## src/rtl/ram_wr_sched.sv

```systemverilog
// Write-side scheduler for a dual-write RAM: zero-clears the array after reset or on request,
// then arbitrates requesters round-robin onto one or two write ports with same-address avoidance.
module ram_wr_sched #(
    parameter int unsigned DATAWIDTH = 8,
    parameter int unsigned ADDRWIDTH = 3,
    parameter int unsigned NREQ      = 4,
    parameter int unsigned DUAL_WR   = 1
) (
    input  logic                      clk,
    input  logic                      rst_n,
    input  logic [NREQ-1:0]           req_valid,
    input  logic [NREQ*ADDRWIDTH-1:0] req_addr,
    input  logic [NREQ*DATAWIDTH-1:0] req_data,
    output logic [NREQ-1:0]           req_ready,
    input  logic                      init_start,
    output logic                      busy,
    output logic                      init_done,
    output logic                      en_w1_n,
    output logic [ADDRWIDTH-1:0]      addr_w1,
    output logic [DATAWIDTH-1:0]      data_w1,
    output logic                      en_w2_n,
    output logic [ADDRWIDTH-1:0]      addr_w2,
    output logic [DATAWIDTH-1:0]      data_w2
);

    localparam int unsigned DEPTH = 1 << ADDRWIDTH;
    localparam int unsigned PW    = (NREQ > 1) ? $clog2(NREQ) : 1;

    typedef enum logic {CLR, RUN} state_e;

    state_e                 state_q, state_d;
    logic [ADDRWIDTH-1:0]   clr_cnt_q, clr_cnt_d;
    logic [PW-1:0]          rr_ptr_q, rr_ptr_d;
    logic                   en_w1_n_q, en_w1_n_d, en_w2_n_q, en_w2_n_d;
    logic [ADDRWIDTH-1:0]   addr_w1_q, addr_w1_d, addr_w2_q, addr_w2_d;
    logic [DATAWIDTH-1:0]   data_w1_q, data_w1_d, data_w2_q, data_w2_d;
    logic                   init_done_q, init_done_d;

    logic                   found1_c, found2_c;
    int unsigned            g1_c, g2_c;
    logic [NREQ-1:0]        ready_c;

    // Circular scan from rr_ptr: first valid wins port 1, next valid with a different address wins port 2
    always_comb begin
        int unsigned idx;
        found1_c = 1'b0;
        found2_c = 1'b0;
        g1_c     = 0;
        g2_c     = 0;
        ready_c  = '0;
        idx      = 0;
        if (state_q == RUN && !init_start) begin
            for (int unsigned k = 0; k < NREQ; k++) begin
                idx = int'(rr_ptr_q) + k;
                if (idx >= NREQ) idx = idx - NREQ;
                if (req_valid[idx]) begin
                    if (!found1_c) begin
                        found1_c = 1'b1;
                        g1_c     = idx;
                    end else if (DUAL_WR != 0 && !found2_c &&
                                 req_addr[idx*ADDRWIDTH +: ADDRWIDTH] !=
                                 req_addr[g1_c*ADDRWIDTH +: ADDRWIDTH]) begin
                        found2_c = 1'b1;
                        g2_c     = idx;
                    end
                end
            end
            if (found1_c) ready_c[g1_c] = 1'b1;
            if (found2_c) ready_c[g2_c] = 1'b1;
        end
    end

    always_comb begin
        state_d     = state_q;
        clr_cnt_d   = clr_cnt_q;
        rr_ptr_d    = rr_ptr_q;
        en_w1_n_d   = 1'b1;
        addr_w1_d   = addr_w1_q;
        data_w1_d   = data_w1_q;
        en_w2_n_d   = 1'b1;
        addr_w2_d   = addr_w2_q;
        data_w2_d   = data_w2_q;
        init_done_d = 1'b0;
        case (state_q)
            CLR: begin
                en_w1_n_d = 1'b0;
                addr_w1_d = clr_cnt_q;
                data_w1_d = '0;
                if (DUAL_WR != 0) begin
                    en_w2_n_d = 1'b0;
                    addr_w2_d = clr_cnt_q + ADDRWIDTH'(1);
                    data_w2_d = '0;
                    clr_cnt_d = clr_cnt_q + ADDRWIDTH'(2);
                    if (clr_cnt_q == ADDRWIDTH'(DEPTH - 2)) begin
                        state_d     = RUN;
                        init_done_d = 1'b1;
                        clr_cnt_d   = '0;
                    end
                end else begin
                    clr_cnt_d = clr_cnt_q + ADDRWIDTH'(1);
                    if (clr_cnt_q == ADDRWIDTH'(DEPTH - 1)) begin
                        state_d     = RUN;
                        init_done_d = 1'b1;
                        clr_cnt_d   = '0;
                    end
                end
            end
            RUN: begin
                if (init_start) begin
                    state_d   = CLR;
                    clr_cnt_d = '0;
                end else if (found1_c) begin
                    en_w1_n_d = 1'b0;
                    addr_w1_d = req_addr[g1_c*ADDRWIDTH +: ADDRWIDTH];
                    data_w1_d = req_data[g1_c*DATAWIDTH +: DATAWIDTH];
                    rr_ptr_d  = PW'((g1_c + 1) % NREQ);
                    if (found2_c) begin
                        en_w2_n_d = 1'b0;
                        addr_w2_d = req_addr[g2_c*ADDRWIDTH +: ADDRWIDTH];
                        data_w2_d = req_data[g2_c*DATAWIDTH +: DATAWIDTH];
                        rr_ptr_d  = PW'((g2_c + 1) % NREQ);
                    end
                end
            end
            default: state_d = CLR;
        endcase
    end

    always_ff @(posedge clk or negedge rst_n) begin
        if (!rst_n) begin
            state_q     <= CLR;
            clr_cnt_q   <= '0;
            rr_ptr_q    <= '0;
            en_w1_n_q   <= 1'b1;
            addr_w1_q   <= '0;
            data_w1_q   <= '0;
            en_w2_n_q   <= 1'b1;
            addr_w2_q   <= '0;
            data_w2_q   <= '0;
            init_done_q <= 1'b0;
        end else begin
            state_q     <= state_d;
            clr_cnt_q   <= clr_cnt_d;
            rr_ptr_q    <= rr_ptr_d;
            en_w1_n_q   <= en_w1_n_d;
            addr_w1_q   <= addr_w1_d;
            data_w1_q   <= data_w1_d;
            en_w2_n_q   <= en_w2_n_d;
            addr_w2_q   <= addr_w2_d;
            data_w2_q   <= data_w2_d;
            init_done_q <= init_done_d;
        end
    end

    assign req_ready = ready_c;
    assign busy      = (state_q == CLR);
    assign init_done = init_done_q;
    assign en_w1_n   = en_w1_n_q;
    assign addr_w1   = addr_w1_q;
    assign data_w1   = data_w1_q;
    assign en_w2_n   = en_w2_n_q;
    assign addr_w2   = addr_w2_q;
    assign data_w2   = data_w2_q;

endmodule

```

## config.mk

```make
export PLATFORM = sky130hd
export DESIGN_NAME = ram_wr_sched
export DESIGN_NICKNAME = d
export VERILOG_FILES = /design/src/rtl/ram_wr_sched.sv
export SDC_FILE = /design/constraint.sdc
export NUM_CORES = 1
export LEC_CHECK = 0
export CAP_MARGIN = 30
export CORE_MARGIN = 2
export CORE_UTILIZATION = 30
export CTS_CLUSTER_DIAMETER = 30
export DETAILED_ROUTE_END_ITERATION = 8
export DONT_BUFFER_PORTS = 1
export SYNTH_ARGS = -nofsm -noshare
export SYNTH_HDL_FRONTEND = slang
export SYNTH_SLANG_ARGS = --single-unit
```

## constraint.sdc

```tcl
create_clock -name clk -period 16.45 [get_ports clk]
set_input_delay 4.1125 -clock clk [delete_from_list [all_inputs] [get_ports clk]]
set_output_delay 4.1125 -clock clk [all_outputs]
set_load 0.03 [all_outputs]
```

* After elaboration in Yosys (flattened, before gate mapping)
Cells that the tools add are included.
Operators by class: add/sub/neg operators 11, $mul 8, bitwise logic cells 3, shifts and indexed selects 10, equality and inequality tests 8, mux-type cells 99, reductions and logical operators 13, order comparisons 12
Operators by type and width (number):
- 32-bit 2-to-1 mux | 31
- 12-bit by 33-bit variable part select with 3-bit output | 8
- 32-bit by 2-bit multiplier with 32-bit output (second input constant) | 8
- 32-bit by 3-bit less-than comparator with 1-bit output (second input constant) | 6
- 32-bit by 33-bit variable part select with 8-bit output | 2
- 32-bit by 1-bit >= comparator with 1-bit output (second input constant) | 2
- 8-bit 2-to-1 mux | 5
- 1-bit 2-to-1 mux | 37
- 8-bit one-hot mux with 2 select lines | 2
- 3-bit 2-to-1 mux | 7
- 3-bit one-hot mux with 2 select lines | 3
- 4-bit 2-to-1 mux | 4
- 3-bit by 3-bit subtractor with 4-bit output (second input constant) | 3
- 3-bit >= comparator (second input constant) | 3
- 3-bit != test | 3
- 1-bit binary-select mux with 2-bit select | 4
- 2-bit by 2-bit adder with 3-bit output (second input constant) | 2
- 1-bit logical AND | 6
- 1-bit one-hot mux with 2 select lines | 3
- 3-bit AND reduction | 2
- 2-bit by 1-bit adder with 2-bit output (second input constant) | 2
- 1-bit demux with 2-bit select | 2
- 1-bit zero test | 4
- 2-bit by 1-bit != test with 1-bit output (second input constant) | 2
- other kinds (11) | 13
Word-level totals: bits of input ports 51, bits in registers 31

* Depth between registers and ports, before layout
depth after elaboration 34, depth in mapped cells 39

* Worst setup path before layout
OpenSTA, ideal clock, no wires.
kind input to output, start input port req_valid[3], end output port req_ready[3], arrival time 9185 ps, path slack 3153 ps, buffers on the path 7, stages on the path 22, data required time 12337 ps, path through buf_2 mux4_2 ha_1 clkbuf_1 o311a_2 o31ai_4 inv_2 buf_2 ha_1 ha_1 clkbuf_1 clkbuf_1 nand2_1 nor3_1 mux2i_1 a2bb2oi_1 xnor2_1 nand3_2 a22oi_4 buf_8 buf_4 o32ai_1
On the way: word-level cells in the longest chain between the ends 31, elaborated cells on any way between the ends 78, classes of those cells 3 x mul; 4 x order compare; 3 x eq/ne; 3 x shift; 57 x mux; 1 x bitwise; 7 x reduce/logical
RTL lines:
- start, declared | RTL line 11 | input logic [NREQ-1:0] req_valid,
- 1-bit binary-select mux with 2-bit select | RTL line 56 | if (req_valid[idx]) begin
- 1-bit 2-to-1 mux (not written as such) | RTL line 56
- 32-bit 2-to-1 mux | RTL line 56
- 32-bit 2-to-1 mux | RTL line 52 | if (state_q == RUN && !init_start) begin
- 32-bit by 2-bit multiplier with 32-bit output | RTL line 62 | req_addr[g1_c*ADDRWIDTH +: ADDRWIDTH]) begin
- 12-bit by 33-bit variable part select with 3-bit output | RTL line 62
- 3-bit != test | RTL line 61 | req_addr[idx*ADDRWIDTH +: ADDRWIDTH] !=
- 1-bit logical AND | RTL line 60 | end else if (DUAL_WR != 0 && !found2_c &&
- (+15 left out)
- 32-bit 2-to-1 mux | RTL line 52
- 32-bit by 1-bit >= comparator with 1-bit output (not written as such) or 32-bit by 3-bit less-than comparator with 1-bit output (tied branches) | RTL line 69 | if (found2_c) ready_c[g2_c] = 1'b1;
- 1-bit logical AND (not written as such) | RTL line 69
- 1-bit 2-to-1 mux (not written as such) | RTL line 69
- 1-bit demux with 2-bit select | RTL line 69
- 4-bit OR (no source line)
- 4-bit 2-to-1 mux * | RTL line 69
- 4-bit 2-to-1 mux * | RTL line 52
- end, declared | RTL line 14 | output logic [NREQ-1:0] req_ready,
Every way passes the cells marked *; elsewhere a longest branch is shown, timed or not. The select of a mux whose other input is x is not followed.

* Worst setup path after layout
start input port req_valid[3], end output port req_ready[2]
The elaborated chain is that of the path after synthesis.

==> results.ini <==
[routing]
wl_per_cell_um = 21.0
dr.pass1.iters = 5
drt_iter0_drc = 606
vias = 5602
drc = 0
wirelength_mm = 19.0
vias_per_cell = 6.18
final_antenna_net_count = 0

[timing]
setup_viol = 0
finalSetupTns_ps = 0
period_share_pct = 83.7
fin_crit_ps = 13760
drv_slew = 0
fin_skew_ps = 5.08
rsz0062_at_grt = false
finalHoldViolations = 0
worst_pin_slew_ps = 1030
max_freq_mhz = 72.7
relSlewSlack_pct = 31.0

[floorplanning]
core_area_um2 = 18800
pin_count = 81
dieArea_um2 = 20400
start_util_pct = 30.8
num_rows = 50
die_w_um = 143
fp.dieH_um = 143

[yosys]
yosys.area.top_type_share_pct = 13.7
synth_warnings = 0
yosysTopAreaCell = mux2i_1
synth_cells = 732
synth_edf_count = 0
synth_area_um2 = 5770
ys_ff_latch = 30
ys_seq_area_share_pct = 13.0
ys_top_cells_by_count = 79 x mux2i_1, 79 x nand2_1, 50 x nor2_1
async_flop_share_pct = 100
ys_types = 96
synthFlopType = dfrtp_1
syn_area_per_cell_um2 = 7.89
synth_area_leaders = mux2i_1 14%, dfrtp_1 12%, mux4_2 7.0%, nand2_1 5.1%, ha_1 4.6%
synth_nets = 806

[placed_design]
numPortBuffers = 0
routabilityCongestion = 0.865
dpl.hpwl_mm = 13.3
dp.cells = 899

[global_routing]
grt_overflow = 0
grt_pass1_wl_mm = 29.7
grt_pass1_vias = 5238
grt_max_degree = 51
antenna_found_initial = 0
grt_usage_pct = 18.1

[clock_network]
clock_sinks = 30
hold_buffers = 0
clk_latency_ps = 280
cts.clk_slew.worst_paths_ps = 50
postCtsSetupRepairBufs = 0
cts_buffer_depth = 2
root_buffer = clkbuf_16
cts_tree = done
cts_resized = 0
htree_levels = 2
cts_buffers = 5

[critical_path]
r2r-end = addr_w2[0]
reg2reg_slack_ps = 7750
cp_max_fo = 17
cp.arrival_ps = 9650
cp-end-kind = output pin
start_kind = input port
cp.required_ps = 12340
crit_type = input port to output pin
reg2reg_from = rr_ptr_q[0]
reg2regPathDepth = 31

[layout]
layout.cells.non_filler = 907
area_delta_synth_final_pct = 2.64
fin_nets = 746
final_layout_size_suffix_gt1_share_pct = 11.1
nFillCells = 1978
diodes = 0

[hold_path]
hold_path_class = flop to flop
min_delay_path_depth = 1
worstHoldEndpoint = addr_w1[2]
min_from = clr_cnt_q[2]

[pwr]
leakage_nw = 2.55
power_density_nw_per_um2 = 269
max-vdd-ir-drop_mv = 0.0976

[status]
status = completed

[run]
drv_cap = 0

-- critical path, cell delays in order --
cell and delay, ps:
mux4_2 590, ha_1 430, mux2i_4 550, ha_1 300, ha_1 380, mux2i_1 250
o2bb2ai_1 90, mux2i_1 170, o32ai_2 90, nor3_1 310, xnor2_2 150, nand3_2 100
or2_0 260, and3_1 210, a21oi_1 180, o31a_1 230, nand2b_1 640, inv_1 190
a22o_1 390
-- metal layers --
metal | global-route usage (%) | wire length [um] | vias to the layer above
met2 | 29.2 | 8820 | 234
met3 | 2.45 | 1370 | 23
met1 | 26.3 | 8640 | 2713
li1 | - | - | 2632
met4 | 2.50 | 212 | 0
met5 | 0 | 0 | -
-- where the power goes --
| group | internal [mW] | total, mW | switching (mW) |
|---|---|---|---|
| Sequential | 0.100 | 0.163 | 0.0627 |
| Clock | 0.0708 | 0.105 | 0.0346 |
| Combinational | 0.548 | 1.33 | 0.780 |
| Total | 0.719 | 1.60 | 0.877 |
-- how the worst max path moves through the flow --
stage	from	to	slack (ps)	cells after the start
final	req_valid[3]	req_ready[2]	2690	19
after global routing	req_valid[3]	req_ready[2]	2380	20
after CTS	req_valid[3]	req_ready[2]	2740	19
after detailed placement	req_valid[3]	req_ready[2]	2760	19
after global placement	req_valid[3]	req_ready[2]	2920	19
after floorplan	req_valid[3]	req_ready[3]	3150	22
-- placed cells by master (no fill, tap or decap), types with 5 or more instances in the layout --
cell	instances
mux4_2	18
o31ai_1	5
mux2i_1	79
nor3b_1	6
xor2_1	5
a22oi_1	5
o22ai_1	8
buf_4	6
nand3_1	16
nand2b_1	9
xnor2_1	7
nor3_1	13
mux2_2	10
nor2b_1	10
ha_1	21
dfrtp_1	27
inv_1	25
a31oi_1	18
o221ai_1	11
a21o_1	15
o211ai_1	10
clkbuf_16	5
a21oi_1	46
nor2_1	50
a211oi_1	8
o21ai_1	5
o21ai_0	33
nand2_1	79
a22o_1	11
-- state kept, by name (all words and copies together), names as in the netlist --
signal and cells:
en_w2_n 1, state_q 1, rr_ptr_q 2, clr_cnt_q 2, en_w1_n 1, addr_w1 3
data_w1 8, addr_w2 3, init_done 1, data_w2 8
-- cells by family after synthesis --
| kind of cell | count (synthesis) | synth area share (%) |
|---|---|---|
| AO/OA/AOI/OAI | 230 | 28.7 |
| AND/OR/NAND/NOR | 221 | 18.9 |
| flip-flops | 30 | 13.0 |
| buffers and inverters | 103 | 8.04 |
| multiplexers | 111 | 23.8 |
| adder cells (fa/ha/maj) | 23 | 5.24 |
| XOR/XNOR | 14 | 2.38 |
-- final cells by class --
type	instances	area (um^2)	share of cell area (%)
clock buffers	5	125	2.11
well taps	234	293	4.94
repair buffers	6	45.0	0.760
inverters	30	113	1.90
multi-input cells	599	4560	76.9
flip-flops and latches	30	754	12.7
clock inverters	3	40.0	0.676
-- through the flow --
| stage | setup slack [ps] | area (um^2) | hold slack (ps) | utilization [%] | power [mW] |
|---|---|---|---|---|---|
| final | 2690 | 5930 | 569 | 31.6 | 1.60 |
| after global routing | 2380 | 5930 | 594 | 31.6 | 1.72 |
| after CTS | 2740 | 5930 | 572 | 31.6 | 1.58 |
| after detailed placement | 2760 | 5760 | 549 | 30.7 | 1.47 |
| after global placement | 2920 | 5760 | 567 | 30.7 | 1.47 |
| after floorplan | 3150 | 5770 | 502 | - | 1.27 |
Note: power is estimated with default switching activity, not from simulation.
